## src/rtl/grid_board_renderer.sv

```systemverilog
// Registered VGA board renderer: classifies each pixel and holds board, cursor and turn state.
// Optional cursor blink is built when CURSOR_BLINK_EN is defined.
module grid_board_renderer #(
   parameter int N            = 9,
   parameter int H_START      = 142,
   parameter int H_END        = 782,
   parameter int V_START      = 35,
   parameter int V_END        = 515,
   parameter int COLS         = 3,
   parameter int ROWS         = 3,
   parameter int CELL_W       = 212,
   parameter int CELL_H       = 159,
   parameter int MARK_OFF_X   = 75,
   parameter int MARK_OFF_Y   = 49,
   parameter int MARK_SIZE    = 61,
   parameter int CURSOR_W     = 2,
   parameter int BLINK_FRAMES = 32
) (
   input  logic                         clk,
   input  logic                         rst,
   input  logic [N:0]                   countH,
   input  logic [N:0]                   countV,
   input  logic                         move_left,
   input  logic                         move_right,
   input  logic                         move_up,
   input  logic                         move_down,
   input  logic                         select,
   input  logic                         clear,
   output logic                         vga_blank,
   output logic                         vga_sync,
   output logic [1:0]                   selector,
   output logic                         mark_player,
   output logic [$clog2(MARK_SIZE)-1:0] mark_x,
   output logic [$clog2(MARK_SIZE)-1:0] mark_y,
   output logic                         turn,
   output logic                         illegal,
   output logic                         board_full
);

   localparam int MW  = $clog2(MARK_SIZE);
   localparam int CCW = (COLS > 1) ? $clog2(COLS) : 1;
   localparam int RCW = (ROWS > 1) ? $clog2(ROWS) : 1;

   if (BLINK_FRAMES < 1) begin : g_bad_blink
      $error("BLINK_FRAMES must be at least 1");
   end

   logic [1:0]     board [ROWS][COLS];
   logic [CCW-1:0] cur_col;
   logic [RCW-1:0] cur_row;
   logic           pend_l, pend_r, pend_u, pend_d, pend_s;
   logic           frame_start, cursor_vis, full_c;

   assign frame_start = (countH == '0) && (countV == '0);

   // ---------------- coordinate stage ----------------
   int         xi, yi, col_i, row_i, lx, ly;
   logic       active, in_grid, is_line, in_mark, on_cursor;
   logic [1:0] cell_v, sel_d;

   // NOTE: every always_comb output gets a default first so no path can infer a latch.
   always_comb begin
      xi     = int'(countH) - H_START;
      yi     = int'(countV) - V_START;
      active = (int'(countH) >= H_START) && (int'(countH) < H_END) &&
               (int'(countV) >= V_START) && (int'(countV) < V_END);
      col_i = 0;
      lx    = xi;
      for (int k = 1; k <= COLS; k++)
         if (xi >= k * CELL_W) begin
            col_i = k;
            lx    = xi - k * CELL_W;
         end
      row_i = 0;
      ly    = yi;
      for (int k = 1; k <= ROWS; k++)
         if (yi >= k * CELL_H) begin
            row_i = k;
            ly    = yi - k * CELL_H;
         end
      // col_i==COLS / row_i==ROWS marks the active strip beyond the board.
      in_grid = (col_i < COLS) && (row_i < ROWS);
      cell_v  = 2'b00;
      for (int r = 0; r < ROWS; r++)
         for (int c = 0; c < COLS; c++)
            if (in_grid && r == row_i && c == col_i) cell_v = board[r][c];
      is_line = in_grid && (((lx == CELL_W - 1) && (col_i < COLS - 1)) ||
                            ((ly == CELL_H - 1) && (row_i < ROWS - 1)));
      in_mark = in_grid && (lx >= MARK_OFF_X) && (lx < MARK_OFF_X + MARK_SIZE) &&
                           (ly >= MARK_OFF_Y) && (ly < MARK_OFF_Y + MARK_SIZE);
      on_cursor = in_grid && cursor_vis && !is_line &&
                  (col_i == int'(cur_col)) && (row_i == int'(cur_row)) &&
                  ((lx < CURSOR_W) || (lx >= CELL_W - 1 - CURSOR_W) ||
                   (ly < CURSOR_W) || (ly >= CELL_H - 1 - CURSOR_W));
      if (!active)                      sel_d = 2'b01;
      else if (in_mark && cell_v != 0)  sel_d = 2'b11;
      else if (is_line || on_cursor)    sel_d = 2'b10;
      else                              sel_d = 2'b00;
   end

   always_ff @(posedge clk or posedge rst) begin
      if (rst) begin
         vga_blank   <= 1'b0;
         vga_sync    <= 1'b1;
         selector    <= 2'b01;
         mark_player <= 1'b0;
         mark_x      <= '0;
         mark_y      <= '0;
      end else begin
         vga_blank   <= active;
         vga_sync    <= !active;
         selector    <= sel_d;
         mark_player <= (sel_d == 2'b11) && (cell_v == 2'b10);
         mark_x      <= (sel_d == 2'b11) ? MW'(lx - MARK_OFF_X) : '0;
         mark_y      <= (sel_d == 2'b11) ? MW'(ly - MARK_OFF_Y) : '0;
      end
   end

   // ---------------- game state ----------------
   always_comb begin
      full_c = 1'b1;
      for (int r = 0; r < ROWS; r++)
         for (int c = 0; c < COLS; c++)
            if (board[r][c] == 2'b00) full_c = 1'b0;
   end

   // NOTE: the board is a handful of flops, not a RAM, so it is reset like any other state.
   always_ff @(posedge clk or posedge rst) begin
      if (rst) begin
         for (int r = 0; r < ROWS; r++)
            for (int c = 0; c < COLS; c++) board[r][c] <= 2'b00;
         cur_col    <= CCW'((COLS - 1) / 2);
         cur_row    <= RCW'((ROWS - 1) / 2);
         turn       <= 1'b0;
         illegal    <= 1'b0;
         board_full <= 1'b0;
         {pend_l, pend_r, pend_u, pend_d, pend_s} <= '0;
      end else begin
         illegal    <= 1'b0;
         board_full <= full_c;
         if (clear) begin
            for (int r = 0; r < ROWS; r++)
               for (int c = 0; c < COLS; c++) board[r][c] <= 2'b00;
            cur_col <= CCW'((COLS - 1) / 2);
            cur_row <= RCW'((ROWS - 1) / 2);
            turn    <= 1'b0;
            {pend_l, pend_r, pend_u, pend_d, pend_s} <= '0;
         end else if (frame_start) begin
            if (pend_s) begin
               if (board[cur_row][cur_col] == 2'b00) begin
                  board[cur_row][cur_col] <= turn ? 2'b10 : 2'b01;
                  turn <= !turn;
               end else begin
                  illegal <= 1'b1;
               end
            end
            if (pend_l && !pend_r)
               cur_col <= (cur_col == '0) ? CCW'(COLS - 1) : cur_col - 1'b1;
            else if (pend_r && !pend_l)
               cur_col <= (cur_col == CCW'(COLS - 1)) ? '0 : cur_col + 1'b1;
            if (pend_u && !pend_d)
               cur_row <= (cur_row == '0) ? RCW'(ROWS - 1) : cur_row - 1'b1;
            else if (pend_d && !pend_u)
               cur_row <= (cur_row == RCW'(ROWS - 1)) ? '0 : cur_row + 1'b1;
            // Pulses landing on the commit cycle itself wait for the next frame.
            {pend_l, pend_r, pend_u, pend_d, pend_s} <=
               {move_left, move_right, move_up, move_down, select};
         end else begin
            pend_l <= pend_l | move_left;
            pend_r <= pend_r | move_right;
            pend_u <= pend_u | move_up;
            pend_d <= pend_d | move_down;
            pend_s <= pend_s | select;
         end
      end
   end

`ifdef CURSOR_BLINK_EN
   localparam int BW = (BLINK_FRAMES > 1) ? $clog2(BLINK_FRAMES) : 1;
   logic [BW-1:0] blink_cnt;
   logic          cursor_hidden, moved;

   assign moved      = frame_start && ((pend_l ^ pend_r) || (pend_u ^ pend_d));
   assign cursor_vis = !cursor_hidden;

   always_ff @(posedge clk or posedge rst) begin
      if (rst) begin
         blink_cnt     <= '0;
         cursor_hidden <= 1'b0;
      end else if (clear || moved) begin
         blink_cnt     <= '0;
         cursor_hidden <= 1'b0;
      end else if (frame_start) begin
         if (blink_cnt == BW'(BLINK_FRAMES - 1)) begin
            blink_cnt     <= '0;
            cursor_hidden <= !cursor_hidden;
         end else begin
            blink_cnt <= blink_cnt + 1'b1;
         end
      end
   end
`else
   assign cursor_vis = 1'b1;
`endif

endmodule

```

## config.mk

```make
export PLATFORM = sky130hd
export DESIGN_NAME = grid_board_renderer
export DESIGN_NICKNAME = d
export VERILOG_FILES = /design/src/rtl/grid_board_renderer.sv
export SDC_FILE = /design/constraint.sdc
export NUM_CORES = 1
export LEC_CHECK = 0
export BUFFER_PORTS_ARGS = -buffer_cell sky130_fd_sc_hd__buf_2
export CORE_UTILIZATION = 32
export CTS_BUF_LIST = sky130_fd_sc_hd__clkbuf_4 sky130_fd_sc_hd__clkbuf_8 sky130_fd_sc_hd__clkbuf_16
export DETAILED_ROUTE_END_ITERATION = 8
export SKIP_LAST_GASP = 1
export SYNTH_ARGS = -nofsm -noshare
export SYNTH_HDL_FRONTEND = slang
export SYNTH_SLANG_ARGS = --single-unit
```

## constraint.sdc

```tcl
create_clock -name clk -period 4.1 [get_ports clk]
set_input_delay 0.615 -clock clk [delete_from_list [all_inputs] [get_ports clk]]
set_output_delay 0.615 -clock clk [all_outputs]
set_load 0.05 [all_outputs]
```

# Yosys cells after proc, flatten, opt, wreduce, memory -nomap -nowiden
# Index checks and enable logic that the tools add are counted.
# word_totals
regBits	47
latch_bits	0
mem_bits_rw	0
mem_bits_ro	0
input_bits	28
out_inout_bits	20
elab_cells	238
memories	0
# op_classes
n_addsub	14
n_mul	0
n_div	0
order_cmp	26
n_eq_ne	12
n_shift	0
mux	81
n_bitwise	7
n_reduce_logical	73
# op_table
cell	count
2-to-1 mux 32 bit	9
< comparator 32 x 3 -> 1 bit, second input constant	6
2-to-1 mux 18 bit	4
equality test 2 x 32 -> 1 bit, first input constant	2
equality test 3 x 32 -> 1 bit, first input constant	2
equality test 32 x 3 -> 1 bit	2
equality test 32 x 9 -> 1 bit, second input constant	2
>= comparator 32 x 9 -> 1 bit, second input constant	2
logical NOT 32 bit	2
2-to-1 mux 2 bit	29
logical AND 1 bit	36
subtractor 11 x 10 -> 12 bit, second input constant	3
>= comparator 11 x 10 -> 1 bit, second input constant	3
>= comparator 32 x 7 -> 1 bit, second input constant	1
>= comparator 32 x 8 -> 1 bit, second input constant	1
< comparator 32 x 8 -> 1 bit, second input constant	1
< comparator 32 x 9 -> 1 bit, second input constant	1
2-to-1 mux 6 bit	5
2-to-1 mux 1 bit	29
logical NOT 2 bit	12
subtractor 11 x 9 -> 12 bit, second input constant	2
>= comparator 11 x 9 -> 1 bit, second input constant	2
logical NOT 10 bit	2
< comparator 10 bit, second input constant	2
other kinds (25)	53

# Longest topological paths before layout
# depth
ltp_word	24
depth_mapped	19
ltp_nobuf	17

# Worst setup path after synthesis
# No wires, ideal clock.
# synth_timing
path_kind	input -> register
from	input countV[2]
to	register selector[1]
setup_time_ns	0.146
arrival_ns	4.009
required_ns	3.954
path_slack_ns	-0.056
cell_stages	17
path_buffers	3
cell_sequence	buf_6 inv_1 ha_1 buf_2 a2111o_1 and2_1 o211a_1 a21o_1 a21oi_2 nor2_1 xnor2_1 ha_1 nand3_1 o211a_2 o2111ai_4 buf_6 a31oi_2
# synth_between
elab_chain_cells	22
word_cells_on_any_way	70
classes_between	add/sub: 4; order compare: 11; eq/ne: 4; mux: 18; reduce/logical: 33
# synth_lines
item	line	rtl
start: declaration	22	input logic [N:0] countV,
subtractor 10 x 6 -> 11 bit	64	yi = int'(countV) - V_START;
>= comparator 11 x 9 -> 1 bit	77	if (yi >= k * CELL_H) begin
2-to-1 mux 1 bit	77	
2-to-1 mux 32 bit (2 in series)	77	
< comparator 32 x 3 -> 1 bit	82	in_grid = (col_i < COLS) && (row_i < ROWS);
logical AND 1 bit	82	
logical AND 1 bit (2 in series)	86	if (in_grid && r == row_i && c == col_i) cell_v = board[r][c];
2-to-1 mux 2 bit (9 in series)	86	
nonzero test 2 bit	96	else if (in_mark && cell_v != 0) sel_d = 2'b11;
logical AND 1 bit	96	
2-to-1 mux 2 bit	96	
2-to-1 mux 2 bit (*)	95	if (!active) sel_d = 2'b01;
named net sel_d[1]	59	logic [1:0] cell_v, sel_d;
end signal: assignment	112	selector <= sel_d;
end: declaration	31	output logic [1:0] selector,
# The timed path passes the listed nets; every way through them passes the cells marked *.
# A chain may end at the register's enable or synchronous reset.

# Worst setup path after layout
# layout_timing
from	input countH[1]
to	register mark_y[3]
# layout_between
elab_chain_cells	24
word_cells_on_any_way	74
classes_between	add/sub: 4; order compare: 11; eq/ne: 5; mux: 19; reduce/logical: 35
# layout_lines
item	line	rtl
start: declaration	21	input logic [N:0] countH,
subtractor 10 x 8 -> 11 bit	63	xi = int'(countH) - H_START;
>= comparator 11 x 9 -> 1 bit	70	if (xi >= k * CELL_W) begin
2-to-1 mux 1 bit	70	
2-to-1 mux 2 bit	70	
2-to-1 mux 32 bit	70	
< comparator 32 x 3 -> 1 bit	82	
logical AND 1 bit	82	
logical AND 1 bit (2 in series)	86	
2-to-1 mux 2 bit (9 in series)	86	
nonzero test 2 bit	96	
logical AND 1 bit	96	
2-to-1 mux 2 bit	96	
2-to-1 mux 2 bit (*)	95	
equality test 2 bit (*)	115	mark_y <= (sel_d == 2'b11) ? MW'(ly - MARK_OFF_Y) : '0;
2-to-1 mux 6 bit (*)	115	
end signal: assignment	115	
end: declaration	34	output logic [$clog2(MARK_SIZE)-1:0] mark_y,
# Mark *: on every way between the ends. The rest lies on a longest branch, timed or not.

==> results.cfg <==
[yosys]
syn_inst = 645
synthDistinctLibCells = 103
async_flop_share_pct = 100.0
synth_xor_area_share_pct = 7.413
syn_area_sq_um = 5435
synth_simple_gate_area_share_pct = 26.59
yosysTopAreaCell = dfrtp_1
synth_fp_nets = 705
ys_ff_latch = 47
synth_edf_count = 0
synth_compound_area_share_pct = 28.82
seq_area_frac_synth_pct = 21.73
post_synth.cell_area_avg_sq_um = 8.427
synth_ff_type = dfrtp_1
synth_area_leaders = dfrtp_1 (20%), ha_1 (7.4%), xnor2_1 (4.2%)
synth-adder-area-share_pct = 7.366
ys.warnings.count = 0
synth_top_area_share_pct = 19.80
synth_top_family_by_area = compound AO/OA/AOI/OAI gates
synth_mux_area_share_pct = 3.062

[finish]
final_cell_mix = buf_4 (110), nor2_1 (54), buf_2 (47), dfrtp_1 (43), nand2_1 (41)
nets = 838
n_antenna_cell = 0
fin_cells = 999
areaGrowthSynthToFinish_pct = 25.97
layout_commonest_cell = buf_4
final_layout_size_suffix_gt1_share_pct = 32.22
stdcell_area_sq_um = 6847

[critical_path]
cp_common_cell = buf_4
slowest_stage = a311oi_2
timing_worst_setup_path_type = in2reg
cp_cell_sequence = buf_2 > buf_4 > a311oi_2 > xnor2_1 > and3_1 > o31a_1 > nand3_2 > buf_4 > o311ai_1 > nand3_1 > o211ai_1 > o2111ai_4 > buf_12 > a211oi_1
worstPathArrival_ps = 4150
critPathCaptureType = flip-flop
cp_slowest_stage_delay_ps = 410
cp-start-kind = primary input
worstPathRequired_ps = 4290
cp_max_fo = 12
cp_num_buf_inv = 4
crit_family = compound AO/OA/AOI/OAI gates

[cts]
cts_inserted_buffers = 5
clk_pin_slew_ps = 60
h-tree-depth = 2
cts-root-buf = clkbuf_16
cts_tree = done
clkLatencyLatePin_ps = 290
clock_path_buffers = 2
cts_hold_buf = 0
cts_sinks = 47

[sta]
setup_slack_ps = 136.0
min_period_ps = 3964
min_period_over_period_pct = 96.68
rsz0062_at_grt = false
finalMaxSlewViolations = 0
max_slew_margin_pct = 33.87
skew_ps = 11.72
finalSetupViolCount = 0
hold_ws_ps = 531.9
clock.fmax_mhz = 252.3
hold_violations = 0
worstMarginPinSlew_ps = 990.6

[floorplan]
pin_count = 48
dieArea_sq_um = 17510
initial_core_util_pct = 32.78
fp.dieW_um = 132.3
fp.coreArea_sq_um = 16580
fp.dieH_um = 132.3
row_count = 47

[route]
dr.pass1.iters = 5
initialDrtViolationCount = 473
ant_nets = 0
finalWirelength_um = 16870
wire_per_inst_um = 16.88
drc = 0
detailroute.via_count = 5535
viasPerCell = 5.541

[grt]
grt.overflow.total = 0
grt_pass1_vias = 5235
grt_usage_pct = 19.30
grt_first_pass_wirelength_um = 27900
antenna_found_initial = 0
grt_max_degree = 48

[pwr]
power_density_nw_per_um2 = 251.2
clockPowerShare_pct = 24.4
power_frac_seq_pct = 27.6
p_int_w = 0.001090
comb_power_share_pct = 48.0
power_w = 0.001720
swShare_pct = 36.59
switchingPower_w = 0.0006292
ir_worst_vdd_uv = 196.2
p_leak_nw = 3.068

[placed_design]
dp_slack_ps = -74.01
dpl_cell_area_sq_um = 6648
dp.cells = 990
hpwl_um = 13140
portBuffers = 47
gp_congestion = 0.9331

[worst_hold_path]
hold_path.class = reg2reg

[outcome]
status = complete, no violations

[job]
drv_cap = 0
worst register-to-register path, delay by kind of cell (launching register included):
family	cells	cell delay, ps
flops	1	520
simple gates	4	680
buf+inv	1	200
compound gates	5	710
path summary, 6_finish.rpt:
check	cells past startpoint	slack (ps)	from	endpoint
max	14	140	countH[1]	mark_y[3]
min	2	530	pend_l	pend_l
max reg2reg	10	1880	cur_row[1]	board[16]
min reg2reg	2	530	pend_l	pend_l
max in group asynchronous	2	2920	rst	mark_x[2]
min in group asynchronous	2	570	rst	vga_blank
flip-flops by register name, indices dropped and copies added (netlist names):
name / cells
pend_l: 1
pend_u: 1
pend_d: 1
illegal: 1
vga_blank: 1
turn: 1
selector: 2
cur_col: 2
pend_r: 1
cur_row: 2
mark_player: 1
board: 18
vga_sync: 1
board_full: 1
pend_s: 1
mark_x: 6
mark_y: 6
metal layers:
layer  share of wire, %  routed length (um)  up-vias  GRT usage, %
met1                 50                8417     2611         29.57
met5                  0                   0        -             0
li1                   -                   -     2711             -
met2                 44                7342      198         28.54
met3                4.9                 833       15         1.884
met4                1.6                 274        0         4.917
kinds of logic after synthesis:
kind of cell,Yosys count
flip-flops,47
buffers and inverters,60
adder cells (fa/ha/maj),32
multiplexers,16
XOR/XNOR,40
AO/OA/AOI/OAI,190
AND/OR/NAND/NOR,260
cells in the mapped netlist, types with 5 or more instances:
cell type and number:
a21o_1 9, nand3_1 40, nor2b_1 7, a21oi_1 29
nand4_1 10, ha_1 32, buf_2 11, a211oi_1 5
nor3_2 10, o21ai_0 21, xnor2_1 26, o211ai_2 5
mux2i_1 14, a31oi_1 9, a21boi_0 5, o21a_1 8
xnor2_2 6, nand2_1 41, and2_1 8, o211ai_1 10
dfrtp_1 43, nor4_1 12, or3_1 7, o21ai_1 5
nor2_1 54, nor3_1 25, and3_1 8, inv_1 25
clkbuf_1 16, xor2_1 7
layout make-up:
cell class                 instances  area (sq um)
sequential                        47          1181
inverter                          27         101.3
timing repair buffer             159          1101
fill                            1691          9737
multi-input combinational        538          4033
clock inverter                     1         8.758
tap                              220         275.3
clock buffer                       7         146.4
power by group through the flow:
stage	Sequential (W)	Clock [W]	Combinational [W]
floorplan	0.000492	0	0.000487
global placement	0.000483	0	0.000803
detailed placement	0.000483	0	0.000800
CTS	0.000475	0.000427	0.000807
global route	0.000475	0.000448	0.000895
finish	0.000475	0.000419	0.000825
per-stage QoR:
step / setup TNS (ps) / util (%)
2_1_floorplan: 0 / -
3_3_place_gp: -1273 / 40.09
3_5_place_dp: -468.6 / 40.09
4_1_cts: 0 / 41.02
5_1_grt: 0 / 41.29
6_report: 0 / 41.29
repair_timing:
item | CTS | global route
resized for setup | 0 | 6
hold endpoints to repair | 0 | 0
setup endpoints to repair | 0 | 15
setup buffers | 0 | 1
Power figures use the tool's default switching activity.
